--- config.mk ---
export PLATFORM = sky130hd
export DESIGN_NAME = demux_stream_n_flat
export DESIGN_NICKNAME = d
export VERILOG_FILES = /design/src/rtl/demux_stream_n_if.sv /design/src/rtl/demux_stream_n.sv /design/src/flat_wrapper.sv
export SDC_FILE = /design/constraint.sdc
export NUM_CORES = 1
export LEC_CHECK = 0
export CAP_MARGIN = 15
export CORE_MARGIN = 2
export CORE_UTILIZATION = 25
export DETAILED_ROUTE_END_ITERATION = 7
export PLACE_DENSITY = 0.55
export SYNTH_ARGS = -nofsm -noshare
export SYNTH_HDL_FRONTEND = slang
export SYNTH_SLANG_ARGS = --single-unit
--- constraint.sdc ---
create_clock -name clk -period 5.3 [get_ports clk]
set_clock_uncertainty 0.05 [all_clocks]
set_input_delay 1.325 -clock clk [delete_from_list [all_inputs] [get_ports clk]]
set_output_delay 1.325 -clock clk [all_outputs]
set_load 0.005 [all_outputs]
--- src/rtl/demux_stream_n_if.sv ---
// Handshake bundle for demux_stream_n: one producer-side stream, N consumer
// slots, the registered one-hot of the last routed select and the drop pulse.
interface demux_stream_n_if #(
  parameter int unsigned N    = 8,
  parameter int unsigned DW   = 8,
  parameter int unsigned SELW = $clog2(N)
);
  logic            in_valid;
  logic            in_ready;
  logic [DW-1:0]   in_data;
  logic [SELW-1:0] in_sel;
  logic            in_bcast;
  logic [N-1:0]    out_valid;
  logic [N-1:0]    out_ready;
  logic [N*DW-1:0] out_data;
  logic [N-1:0]    last_onehot;
  logic            err_drop;

  modport master (
    output in_valid, in_data, in_sel, in_bcast, out_ready,
    input  in_ready, out_valid, out_data, last_onehot, err_drop
  );

  modport slave (
    input  in_valid, in_data, in_sel, in_bcast, out_ready,
    output in_ready, out_valid, out_data, last_onehot, err_drop
  );
endinterface

--- src/rtl/demux_stream_n.sv ---
// Registered 1-to-N valid/ready stream demultiplexer with one-entry slots per channel.
// Optional broadcast to every slot is compiled in with `define DEMUX_BROADCAST_EN.
module demux_stream_n #(
  parameter int unsigned N  = 8,
  parameter int unsigned DW = 8
) (
  input  logic            clk,
  input  logic            rst_n,
  demux_stream_n_if.slave bus
);
  logic [N-1:0]    r_v;
  logic [DW-1:0]   r_d [N];
  logic [N-1:0]    r_last;
  logic            r_err;

  logic [N-1:0]    w_dec;
  logic            w_sel_ok;
  logic [N-1:0]    w_can_take;
  logic            w_bc;
  logic            w_ready;
  logic            w_accept;
  logic            w_drop;
  logic [N-1:0]    w_wr;
  logic [N*DW-1:0] w_out_data;

  // Decoding by comparison keeps out-of-range selects (N not a power of two) all-zero.
  always_comb begin
    w_dec = '0;
    for (int unsigned k = 0; k < N; k++) begin
      w_dec[k] = (32'(bus.in_sel) == k);
    end
  end

  assign w_sel_ok   = |w_dec;
  assign w_can_take = ~r_v | bus.out_ready;

`ifdef DEMUX_BROADCAST_EN
  assign w_bc = bus.in_bcast;
`else
  logic w_unused_bcast;
  assign w_bc           = 1'b0;
  assign w_unused_bcast = bus.in_bcast;
`endif

  always_comb begin
    if (w_bc) begin
      w_ready = &w_can_take;
    end else begin
      w_ready = ~w_sel_ok | (|(w_dec & w_can_take));
    end
    w_accept = bus.in_valid & w_ready;
    w_wr     = '0;
    w_drop   = 1'b0;
    if (w_accept) begin
      if (w_bc) begin
        w_wr = '1;
      end else if (w_sel_ok) begin
        w_wr = w_dec;
      end else begin
        w_drop = 1'b1;
      end
    end
  end

  // A write wins over a drain on the same channel, so a full slot streams at one word per cycle.
  always_ff @(posedge clk or negedge rst_n) begin
    if (!rst_n) begin
      r_v    <= '0;
      r_last <= '0;
      r_err  <= 1'b0;
      for (int unsigned k = 0; k < N; k++) begin
        r_d[k] <= '0;
      end
    end else begin
      r_err <= w_drop;
      if (w_accept && !w_drop) begin
        r_last <= w_bc ? '1 : w_dec;
      end
      for (int unsigned k = 0; k < N; k++) begin
        if (w_wr[k]) begin
          r_v[k] <= 1'b1;
          r_d[k] <= bus.in_data;
        end else if (r_v[k] && bus.out_ready[k]) begin
          r_v[k] <= 1'b0;
          r_d[k] <= '0;
        end
      end
    end
  end

  always_comb begin
    w_out_data = '0;
    for (int unsigned k = 0; k < N; k++) begin
      if (r_v[k]) begin
        w_out_data[k*DW +: DW] = r_d[k];
      end
    end
  end

  assign bus.in_ready    = w_ready;
  assign bus.out_valid   = r_v;
  assign bus.out_data    = w_out_data;
  assign bus.last_onehot = r_last;
  assign bus.err_drop    = r_err;
endmodule

--- src/flat_wrapper.sv ---
// flat-port wrapper written by rule: the top's interface ports become plain ports
module demux_stream_n_flat 
#(
  parameter int unsigned N  = 8,
  parameter int unsigned DW = 8
)
  (clk, rst_n, bus_in_valid, bus_in_data, bus_in_sel, bus_in_bcast, bus_out_ready, bus_in_ready, bus_out_valid, bus_out_data, bus_last_onehot, bus_err_drop);
  demux_stream_n_if #(.N(N), .DW(DW)) bus_i ();
  input  logic clk;
  input  logic rst_n;
  input wire logic [$bits(bus_i.in_valid)-1:0] bus_in_valid;
  input wire logic [$bits(bus_i.in_data)-1:0] bus_in_data;
  input wire logic [$bits(bus_i.in_sel)-1:0] bus_in_sel;
  input wire logic [$bits(bus_i.in_bcast)-1:0] bus_in_bcast;
  input wire logic [$bits(bus_i.out_ready)-1:0] bus_out_ready;
  output wire logic [$bits(bus_i.in_ready)-1:0] bus_in_ready;
  output wire logic [$bits(bus_i.out_valid)-1:0] bus_out_valid;
  output wire logic [$bits(bus_i.out_data)-1:0] bus_out_data;
  output wire logic [$bits(bus_i.last_onehot)-1:0] bus_last_onehot;
  output wire logic [$bits(bus_i.err_drop)-1:0] bus_err_drop;
  assign bus_i.in_valid = bus_in_valid;
  assign bus_i.in_data = bus_in_data;
  assign bus_i.in_sel = bus_in_sel;
  assign bus_i.in_bcast = bus_in_bcast;
  assign bus_i.out_ready = bus_out_ready;
  assign bus_in_ready = bus_i.in_ready;
  assign bus_out_valid = bus_i.out_valid;
  assign bus_out_data = bus_i.out_data;
  assign bus_last_onehot = bus_i.last_onehot;
  assign bus_err_drop = bus_i.err_drop;
  demux_stream_n #(.N(N), .DW(DW)) u_core (.clk(clk), .rst_n(rst_n), .bus(bus_i));
endmodule
==> flow_summary.ini <==
[status]
status = complete, no violations

[floorplan]
die_area_um2 = 16100
num_io_pins = 105
dieHeight_um = 127
coreArea_um2 = 14600
start_util_pct = 25.8
die-width_um = 127
row_count = 44

[setup_path]
crit_arrival_ns = 3.40
cp_max_fo = 9
cp-start-kind = primary input
end_kind = primary output
cp_data_required_time_ns = 3.92
crit_type = in -> out
r2r_cells = 5

[global_routing]
grt_first_pass_wirelength_mm = 17.3
grt_pass1_vias = 3059
gr-total-overflow = 0
antenna_found_initial = 0
grt_max_degree = 82
grt_use_total_pct = 14.2

[pwr]
p_seq_share_pct = 46.0
internal_power_mw = 1.29
power_frac_comb_pct = 14.5
p_clk_share_pct = 39.5
p_sw_share_pct = 25.9
switchingPower_uw = 449
irDropWorstVdd_mv = 0.171
cellPowerDensity_nw_per_um2 = 324
p_total_mw = 1.74
p_leak_nw = 2.48

[clocking]
cts-hold-fix-buffers = 0
cts.sinks = 81
cts_root_buf = clkbuf_16
post_cts_buffers = 0
clkLatencyLatePin_ns = 0.34
cts_tree = built
clkSlewWorstSetupHoldPaths_ns = 0.06
htree_num_levels = 3
cts_resized = 0
clockBufferDepth = 2
cts_inserted_buffers = 9

[hold_path]
hold_depth = 1
holdCritPathClass = reg -> reg

[place]
place_area_um2 = 5000
numPortBuffers = 103
hpwl_mm = 7.45
dp.cells = 649
gp_congestion = 0.775

[yosys]
avgSynthCellArea_um2 = 10.2
yosysTopAreaCellShare_pct = 53.7
synth_area_um2 = 3780
synth-seq-cells = 81
synth_ff_type = dfrtp_1
synthTopCellsByCount = 81 x dfrtp_1, 77 x nand2_1, 64 x and2_1
synth_fp_nets = 394
seq_area_frac_synth_pct = 53.7
synth_edf_count = 0
yosysMostFrequentCell = dfrtp_1
ys_warn_count = 0
synth_async_sr_flop_share_pct = 100
netlist_instances = 371
ys_types = 31
yosysTopAreaCell = dfrtp_1
synthTopCellsByArea = dfrtp_1 54%, mux2i_1 13%, and2_1 11%

[cells_and_area]
diodes = 0
syn_to_final_growth_pct = 42.0
drive_gt1_share_pct = 5.39
nNetsFinal = 500
finalInstanceArea_um2 = 5360
final_cells = 666

[detailed_routing]
ant_nets = 0
drtIter0Drc = 147
route.detailed.drc = 0
avgRoutedWirePerCell_um = 16.3
vias_per_cell = 4.39
drt_first_pass_iters = 4
via_count = 2926
wl_mm = 10.9

[sta]
worstMarginPinSlew_ns = 0.977
hold_viol = 0
slew_viol_final = 0
slew_headroom_pct = 34.6
tns_ns = 0
rsz0062_at_grt = no
final.min_clock_period_ns = 4.78
fmax_mhz = 209
finalSetupViolCount = 0
timing.final.crit_share_pct = 90.2
hold-worst-slack_ns = 0.431

[flow_run]
drv_cap = 0
## registers in the layout (all words and copies together) (netlist names)
register	flops
u_core.r_d	64
u_core.bus.out_valid	8
u_core.bus.err_drop	1
u_core.bus.last_onehot	8
## kinds of logic after synthesis
family / count (synthesis) / share of synthesized area (%)
muxes: 48 / 12.7
other: 1 / 0.0993
DFF: 81 / 53.7
buffers and inverters: 26 / 2.88
AOI/OAI and AO/OA: 38 / 6.79
and+or+nand+nor: 177 / 23.8
## through the flow
stage                     utilization, %  setup slack, ns
after floorplan                        -             1.53
after global placement              34.2            0.560
after detailed placement            34.2            0.481
after CTS                           36.4            0.481
after global routing                36.6            0.377
final                               36.6            0.521
## cell usage in the layout, fill, tap and decap left out, drive strengths merged, types with 4 or more instances in the layout
cell,instances
and2,64
clkbuf,10
nand2b,5
inv,14
nor3b,4
a21o,4
o21ai,23
nor2,5
nor3,4
mux2i,48
buf,6
dfrtp,81
nand2,77
clkdlybuf4s50,102
nand3,10
or2,5
## critical path, stage by stage
cell	delay [ns]
clkdlybuf4s50_1	0.61
nor3b_2	0.35
nor3_1	0.13
a2111oi_4	0.36
nand2_1	0.15
clkdlybuf4s50_1	0.47
## routing by layer
metal,routed length [µm],vias up,GRT usage (%)
met1,5070,1395,19.2
met2,5040,87,21.9
met4,156,0,3.68
li1,-,1432,-
met5,0,-,0
met3,602,12,4.72
## power by group through the flow
stage          registers [mW]  clock network, mW  logic, mW
2_1_floorplan           0.784                  0      0.139
3_3_place_gp            0.808                  0      0.243
3_5_place_dp            0.810                  0      0.255
4_1_cts                 0.801              0.708      0.255
5_1_grt                 0.815              0.728      0.286
6_report                0.800              0.686      0.252
## path summary, 6_finish.rpt
check                                          start                   endpoint  slack [ns]
max                                    bus_in_sel[2]               bus_in_ready        0.52
min reg2reg                u_core.bus.last_onehot[7]  u_core.bus.last_onehot[7]        0.43
min in group asynchronous                      rst_n             u_core.r_d[14]        0.81
max reg2reg                  u_core.bus.out_valid[1]             u_core.r_d[61]        3.07
min                        u_core.bus.last_onehot[7]  u_core.bus.last_onehot[7]        0.43
max in group asynchronous                      rst_n        u_core.bus.err_drop        3.76
## cell type report
type	count	area (µm²)
clock buffers	10	239
clock inverters	6	90.1
fillers	1492	9280
inverters	13	48.8
multi-input cells	264	1640
flip-flops and latches	81	2030
well taps	184	230
repair buffers	108	1090
Power figures use the tool's default switching activity.
